`src/rtl/control_sequencer.sv`:
```
// control_sequencer: five-step (T0..T4) microcode sequencer for a simple
// 8-bit bus machine. Control strobes are decoded combinationally from the
// current step, the opcode and the ALU flags. HLT parks the sequencer in a
// HALTED state until reset.
// Optional feature: define CONDITIONAL_JUMP_EN to enable JMP/JC/JZ.
// Without it, those opcodes decode as NOP and cf/zf are ignored.
module control_sequencer (
    input  logic       clk,
    input  logic       rst_n,
    input  logic [3:0] opcode,
    input  logic       cf,
    input  logic       zf,
    output logic       pc_out,
    output logic       pc_inc,
    output logic       pc_load,
    output logic       mar_load,
    output logic       ram_out,
    output logic       ir_load,
    output logic       ir_out,
    output logic       a_load,
    output logic       a_out,
    output logic       b_load,
    output logic       alu_out,
    output logic       alu_sub,
    output logic       flags_load,
    output logic       out_load,
    output logic       halt,
    output logic [2:0] t_state
);

    typedef enum logic [2:0] {
        ST_T0     = 3'd0,
        ST_T1     = 3'd1,
        ST_T2     = 3'd2,
        ST_T3     = 3'd3,
        ST_T4     = 3'd4,
        ST_HALTED = 3'd5
    } state_t;

    localparam logic [3:0] OP_LDA = 4'b0001;
    localparam logic [3:0] OP_ADD = 4'b0010;
    localparam logic [3:0] OP_SUB = 4'b0011;
    localparam logic [3:0] OP_OUT = 4'b1110;
    localparam logic [3:0] OP_HLT = 4'b1111;
`ifdef CONDITIONAL_JUMP_EN
    localparam logic [3:0] OP_JMP = 4'b0110;
    localparam logic [3:0] OP_JC  = 4'b0111;
    localparam logic [3:0] OP_JZ  = 4'b1000;
`endif

    state_t r_state;
    state_t w_next;
    logic   w_jumpTaken;

`ifdef CONDITIONAL_JUMP_EN
    // Jump condition: unconditional JMP, or JC/JZ when the matching flag is set
    always_comb begin
        w_jumpTaken = (opcode == OP_JMP) ||
                      ((opcode == OP_JC) && cf) ||
                      ((opcode == OP_JZ) && zf);
    end
`else
    logic w_unusedFlags;
    assign w_unusedFlags = cf ^ zf;
    assign w_jumpTaken   = 1'b0;
`endif

    // State register; synchronous reset always returns to T0 (also from HALTED)
    always_ff @(posedge clk) begin
        if (!rst_n) begin
            r_state <= ST_T0;
        end else begin
            r_state <= w_next;
        end
    end

    // Next step: free-running ring of five steps, HLT diverts to HALTED at end of T2
    always_comb begin
        w_next = r_state;
        case (r_state)
            ST_T0:     w_next = ST_T1;
            ST_T1:     w_next = ST_T2;
            ST_T2:     w_next = (opcode == OP_HLT) ? ST_HALTED : ST_T3;
            ST_T3:     w_next = ST_T4;
            ST_T4:     w_next = ST_T0;
            ST_HALTED: w_next = ST_HALTED;
            default:   w_next = ST_T0;
        endcase
    end

    // Strobe decode; everything is forced low while reset is asserted
    always_comb begin
        pc_out     = 1'b0;
        pc_inc     = 1'b0;
        pc_load    = 1'b0;
        mar_load   = 1'b0;
        ram_out    = 1'b0;
        ir_load    = 1'b0;
        ir_out     = 1'b0;
        a_load     = 1'b0;
        a_out      = 1'b0;
        b_load     = 1'b0;
        alu_out    = 1'b0;
        alu_sub    = 1'b0;
        flags_load = 1'b0;
        out_load   = 1'b0;
        halt       = 1'b0;
        t_state    = (r_state == ST_HALTED) ? 3'd2 : 3'(r_state);
        if (rst_n) begin
            case (r_state)
                ST_T0: begin
                    pc_out   = 1'b1;
                    mar_load = 1'b1;
                end
                ST_T1: begin
                    ram_out = 1'b1;
                    ir_load = 1'b1;
                    pc_inc  = 1'b1;
                end
                ST_T2: begin
                    if ((opcode == OP_LDA) || (opcode == OP_ADD) || (opcode == OP_SUB)) begin
                        ir_out   = 1'b1;
                        mar_load = 1'b1;
                    end else if (opcode == OP_OUT) begin
                        a_out    = 1'b1;
                        out_load = 1'b1;
                    end else if (w_jumpTaken) begin
                        ir_out  = 1'b1;
                        pc_load = 1'b1;
                    end
                end
                ST_T3: begin
                    if (opcode == OP_LDA) begin
                        ram_out = 1'b1;
                        a_load  = 1'b1;
                    end else if ((opcode == OP_ADD) || (opcode == OP_SUB)) begin
                        ram_out = 1'b1;
                        b_load  = 1'b1;
                        alu_sub = (opcode == OP_SUB);
                    end
                end
                ST_T4: begin
                    if ((opcode == OP_ADD) || (opcode == OP_SUB)) begin
                        alu_out    = 1'b1;
                        a_load     = 1'b1;
                        flags_load = 1'b1;
                        alu_sub    = (opcode == OP_SUB);
                    end
                end
                ST_HALTED: begin
                    halt = 1'b1;
                end
                default: begin
                    halt = 1'b0;
                end
            endcase
        end
    end

endmodule

```
`config.mk`:
```
export PLATFORM = sky130hd
export DESIGN_NAME = control_sequencer
export DESIGN_NICKNAME = d
export VERILOG_FILES = /design/src/rtl/control_sequencer.sv
export SDC_FILE = /design/constraint.sdc
export NUM_CORES = 1
export LEC_CHECK = 0
export CORE_AREA = 2 2 39 41
export CTS_BUF_LIST = sky130_fd_sc_hd__clkbuf_8 sky130_fd_sc_hd__clkbuf_16
export DETAILED_ROUTE_END_ITERATION = 8
export DIE_AREA = 0 0 41 43
export PLACE_DENSITY = 0.66
export SKIP_LAST_GASP = 1
export SLEW_MARGIN = 10
export SYNTH_ARGS = -nofsm -noshare
export SYNTH_HDL_FRONTEND = slang
export SYNTH_SLANG_ARGS = --single-unit
```
`constraint.sdc`:
```
create_clock -name clk -period 2.2 [get_ports clk]
set_input_delay 0.55 -clock clk [delete_from_list [all_inputs] [get_ports clk]]
set_output_delay 0.55 -clock clk [all_outputs]
set_load 0.05 [all_outputs]
```
* Yosys cells after proc, flatten, opt, wreduce, memory -nomap -nowiden *
Index checks and enable logic that the tools add are counted.

cells by class
  multiplexer cells = 34
  reductions and logical operators = 4
  eq/ne operators = 10

operators with widths
  operator              count
  $mux W1               27
  $pmux W3 S5           1
  $eq A4 B2 Y1 const B  2
  $eq A4 B4 Y1 const B  2
  $pmux W1 S2           4
  $eq A3 B2 Y1 const B  2
  $eq A3 B3 Y1 const B  2
  $mux W3               2
  $eq A4 B1 Y1 const B  1
  $eq A3 B1 Y1 const B  1
  $logic_not A3 Y1      1
  $logic_or A1 B1 Y1    3

word-level totals
  input port bits = 8
  output and inout port bits = 18
  word-level logic and storage cells = 49
  flip-flop bits (word level) = 3

* Depth between registers and ports, before layout *
  word-level depth = 6
  mapped depth = 5
  depth with buffers taken out = 3

* Least setup slack after synthesis *
No wires, ideal clock.

  path type = input -> output
  from = in rst_n
  to = out out_load
  data arrival time = 2.326 ns
  setup slack = -0.676 ns
  data required time = 1.650 ns
  stages = 4
  buffers on the path = 1
  path through = and2b_1 nand3b_1 nor3_1 buf_4

on the way
  longest elaborated chain between the ends = 1

ends and longest elaborated chain
  element          line  text
  start, declared  9     input logic rst_n,
  $mux W1          n/a
  end, declared    26    output logic out_load,

No other way between the ends.

* Final worst setup path *
  from = in opcode[3]
  to = out alu_sub

on the way
  longest elaborated chain between the ends = 6
  elaborated cells between the ends (all ways) = 8
  those cells by class = eq/ne: 3; mux: 4; reduce/logical: 1

ends and longest elaborated chain
  element                          line           text
  start, declared                  10             input logic [3:0] opcode,
  $eq A4 B2 Y1 (on tied branches)  136, 143, 139
  $logic_or A1 B1 Y1               136, 143
  $mux W1                          136, 143
  $mux W1                          133            if (opcode == OP_LDA) begin
  $pmux W1 S2 (*)                  110            case (r_state)
  $mux W1 (*)                      109            if (rst_n) begin
  end, declared                    24             output logic alu_sub,

Mark *: on every way between the ends. The rest lies on a longest branch, timed or not.

==> run metrics <==
status finished clean; first-pass GRT wire length 2.02 mm; IO Port Bufs 22; Slowest cell on crit path dlygate4sd2_1; register area share after synthesis 16.6%; Warnings, synthesis 0; io pins 26; DPL Wire Length 868 um; Area Overhead vs Synth 141%; # setup viols final 0; CP peak stage delay 0.26 ns; switch share 36.7%; max-slew violation count 0; Routed wire per std cell 12.0 um; # nets final 89; CP max FO 3; switching power total 153 uW; max reg flops 3; WL final 1.15 mm; CP Buf/Inv Count 3; vias in the first global route 433; DR iter-0 viols 3; clk buf depth 2; Relative slew margins 66.2%; Clk pwr share 38.8%; internal power 263 uW; hold buffers post-CTS 0; initial antenna violation count 0; Die Area 0.00176 mm^2; initial core utilization 26.1%; CP required 1.65 ns; largest reg by FF count r_state; Rows 14; Max H-tree Level 1; clock period minus final worst setup slack 2.14 ns; Vias per Instance 4.68; pwr/cell area 477 mW/mm^2; non-filler cells, final 96; pin count of the biggest net entering global routing 15; CTS Buf Count 3; Sequential Power Share 18.3%; drt drc 0; proportion of layout cells with a drive suffix above 1 61.3%; GRT Util Overall 17.4%; #FFs+latches synth 3; Fin Clk Skew 0.00212 ns; ant diodes 0; final hold slack 0.622 ns; MaxCap Viol Count 0; TritonCTS Sinks 3; total core area 0.00138 mm^2; Worst-Margin Slew 0.507 ns; router iterations before antenna repair 3; Fill cells 112; clk root buf clkbuf_8; Distinct cells, synth 26; RSZ-0062 raised after global routing no; min-delay worst type register to register; Syn Nets 57; area of the multi-input gates 285 um^2; Clock transition at path regs 0.03 ns; critical path class input pin to output port; Final period util 97.1%; critical path cell sequence dlygate4sd2_1 > nor2_2 > buf_4 > nand3_1 > nor3b_2 > buf_12; chip width 41 um; number of routed nets with antenna violations 0; Comb power frac 42.9%; synthesized instance count 49; CP startpoint kind input pin; Post-Place Cells 91; Worst setup EP type output port; Max VDD drop 0.000308 V; Regs by FF count r_state x3; Cell Area, Synth 362 um^2; worst skew pair latency 0.22 ns; Avg Cell Area, Syn 7.38 um^2; CTS tree built; total number of vias 449; Arr. time, crit path 1.59 ns; final hold violations 0; cell family with most CP delay buffers and inverters; die height 43 um; achievable frequency 468 MHz; Final Util 63.0%; leakage 0.363 nW; Placer Congestion 0.746; Storage cell area 60.1 um^2; GRT overflow 0
-- layout by cell type (no fill, tap or decap), types with 2 or more instances in the layout --
cell type / n
nor3_2: 2
buf_12: 16
clkbuf_8: 3
o21ai_2: 2
nor2_2: 3
buf_4: 11
dfxtp_1: 3
nand2_1: 3
nand3_1: 2
dlygate4sd2_1: 5
nand3b_1: 3
nor3b_2: 2
nor2_1: 2
nand2b_1: 2
a21boi_0: 2
and2b_2: 2
and2_1: 2
-- path summary, 6_finish.rpt --
path               from         end  slack [ns]  cells after the start
max           opcode[3]     alu_sub        0.06                      6
max reg2reg  r_state[2]  r_state[1]        0.97                      4
min          r_state[2]  r_state[0]        0.62                      2
min reg2reg  r_state[2]  r_state[0]        0.62                      2
-- cell usage after synthesis --
| master | number | area [um^2] |
|---|---|---|
| clkbuf_8 | 1 | 13.8 |
| o21ai_0 | 2 | 10.0 |
| nand2b_1 | 3 | 18.8 |
| nor2_1 | 5 | 18.8 |
| a21o_1 | 1 | 7.51 |
| and2b_1 | 1 | 7.51 |
| a21boi_0 | 2 | 15.0 |
| buf_4 | 4 | 30.0 |
| and2b_2 | 1 | 8.76 |
| dfxtp_1 | 3 | 60.1 |
| a21oi_1 | 2 | 10.0 |
| nor3b_2 | 2 | 25.0 |
| a211oi_2 | 1 | 12.5 |
| inv_1 | 1 | 3.75 |
| or2_2 | 1 | 6.26 |
| o22ai_1 | 1 | 6.26 |
| nor3_1 | 2 | 10.0 |
| nand2_1 | 3 | 11.3 |
| nand3_1 | 3 | 15.0 |
| buf_6 | 1 | 11.3 |
| conb_1 | 1 | 3.75 |
| and2_1 | 2 | 12.5 |
| and4_2 | 1 | 10.0 |
| nand4_1 | 1 | 6.26 |
| o21ai_1 | 1 | 5.00 |
| nand3b_1 | 3 | 22.5 |
-- per-stage QoR --
stage | power (mW) | area (um^2) | worst slack, ns | setup TNS, ns
final | 0.416 | 872 | 0.0640 | 0
after global routing | 0.439 | 872 | 0.00538 | 0
after CTS | 0.417 | 860 | 0.0352 | 0
after detailed placement | 0.252 | 796 | -0.232 | -1.55
after global placement | 0.250 | 796 | -0.159 | -1.21
after floorplan | 0.173 | 378 | -0.192 | -0.192
-- kinds of logic (layout without fill, tap and decap cells) --
kind of cell / Yosys count / count (layout) / synth area share (%)
buf+inv: 7 / 38 / 16.3
flops: 3 / 3 / 16.6
simple gates: 28 / 28 / 47.8
other cells: 1 / 1 / 1.04
compound gates: 10 / 10 / 18.3
-- cell type report --
class,instances,area share [%]
Clock inverter,1,0.430
Inverter,1,0.430
Sequential cell,3,6.89
Multi-Input combinational cell,39,32.7
Clock buffer,3,4.73
Tap cell,16,2.30
Timing Repair Buffer,33,52.5
-- worst register-to-register path: stages (launching register included) --
cell      delay, ns
dfxtp_1        0.45
and2b_2        0.29
nand3b_1       0.17
buf_4          0.13
o22ai_1        0.06
-- routing by layer --
metal	track usage (%)	routed length, um	vias up
met4	10.0	21	0
li1	-	-	229
met1	20.4	425	207
met3	4.71	36	2
met5	0	0	-
met2	26.9	665	11
-- timing repair --
action                                  4_1_cts  5_1_grt
gates resized for setup                      13        1
pin swaps                                     5        2
setup buffers                                 0        1
endpoints found under the hold margin         0        0
endpoints found under the setup margin       13        3
-- power by group through the flow --
stage | Clock, mW | Combinational [mW] | Sequential [mW]
global route | 0.172 | 0.189 | 0.0784
global placement | 0 | 0.174 | 0.0753
CTS | 0.165 | 0.178 | 0.0752
floorplan | 0 | 0.108 | 0.0645
detailed placement | 0 | 0.176 | 0.0758
finish | 0.161 | 0.179 | 0.0763
No activity file was read; power rests on OpenSTA's default activity.
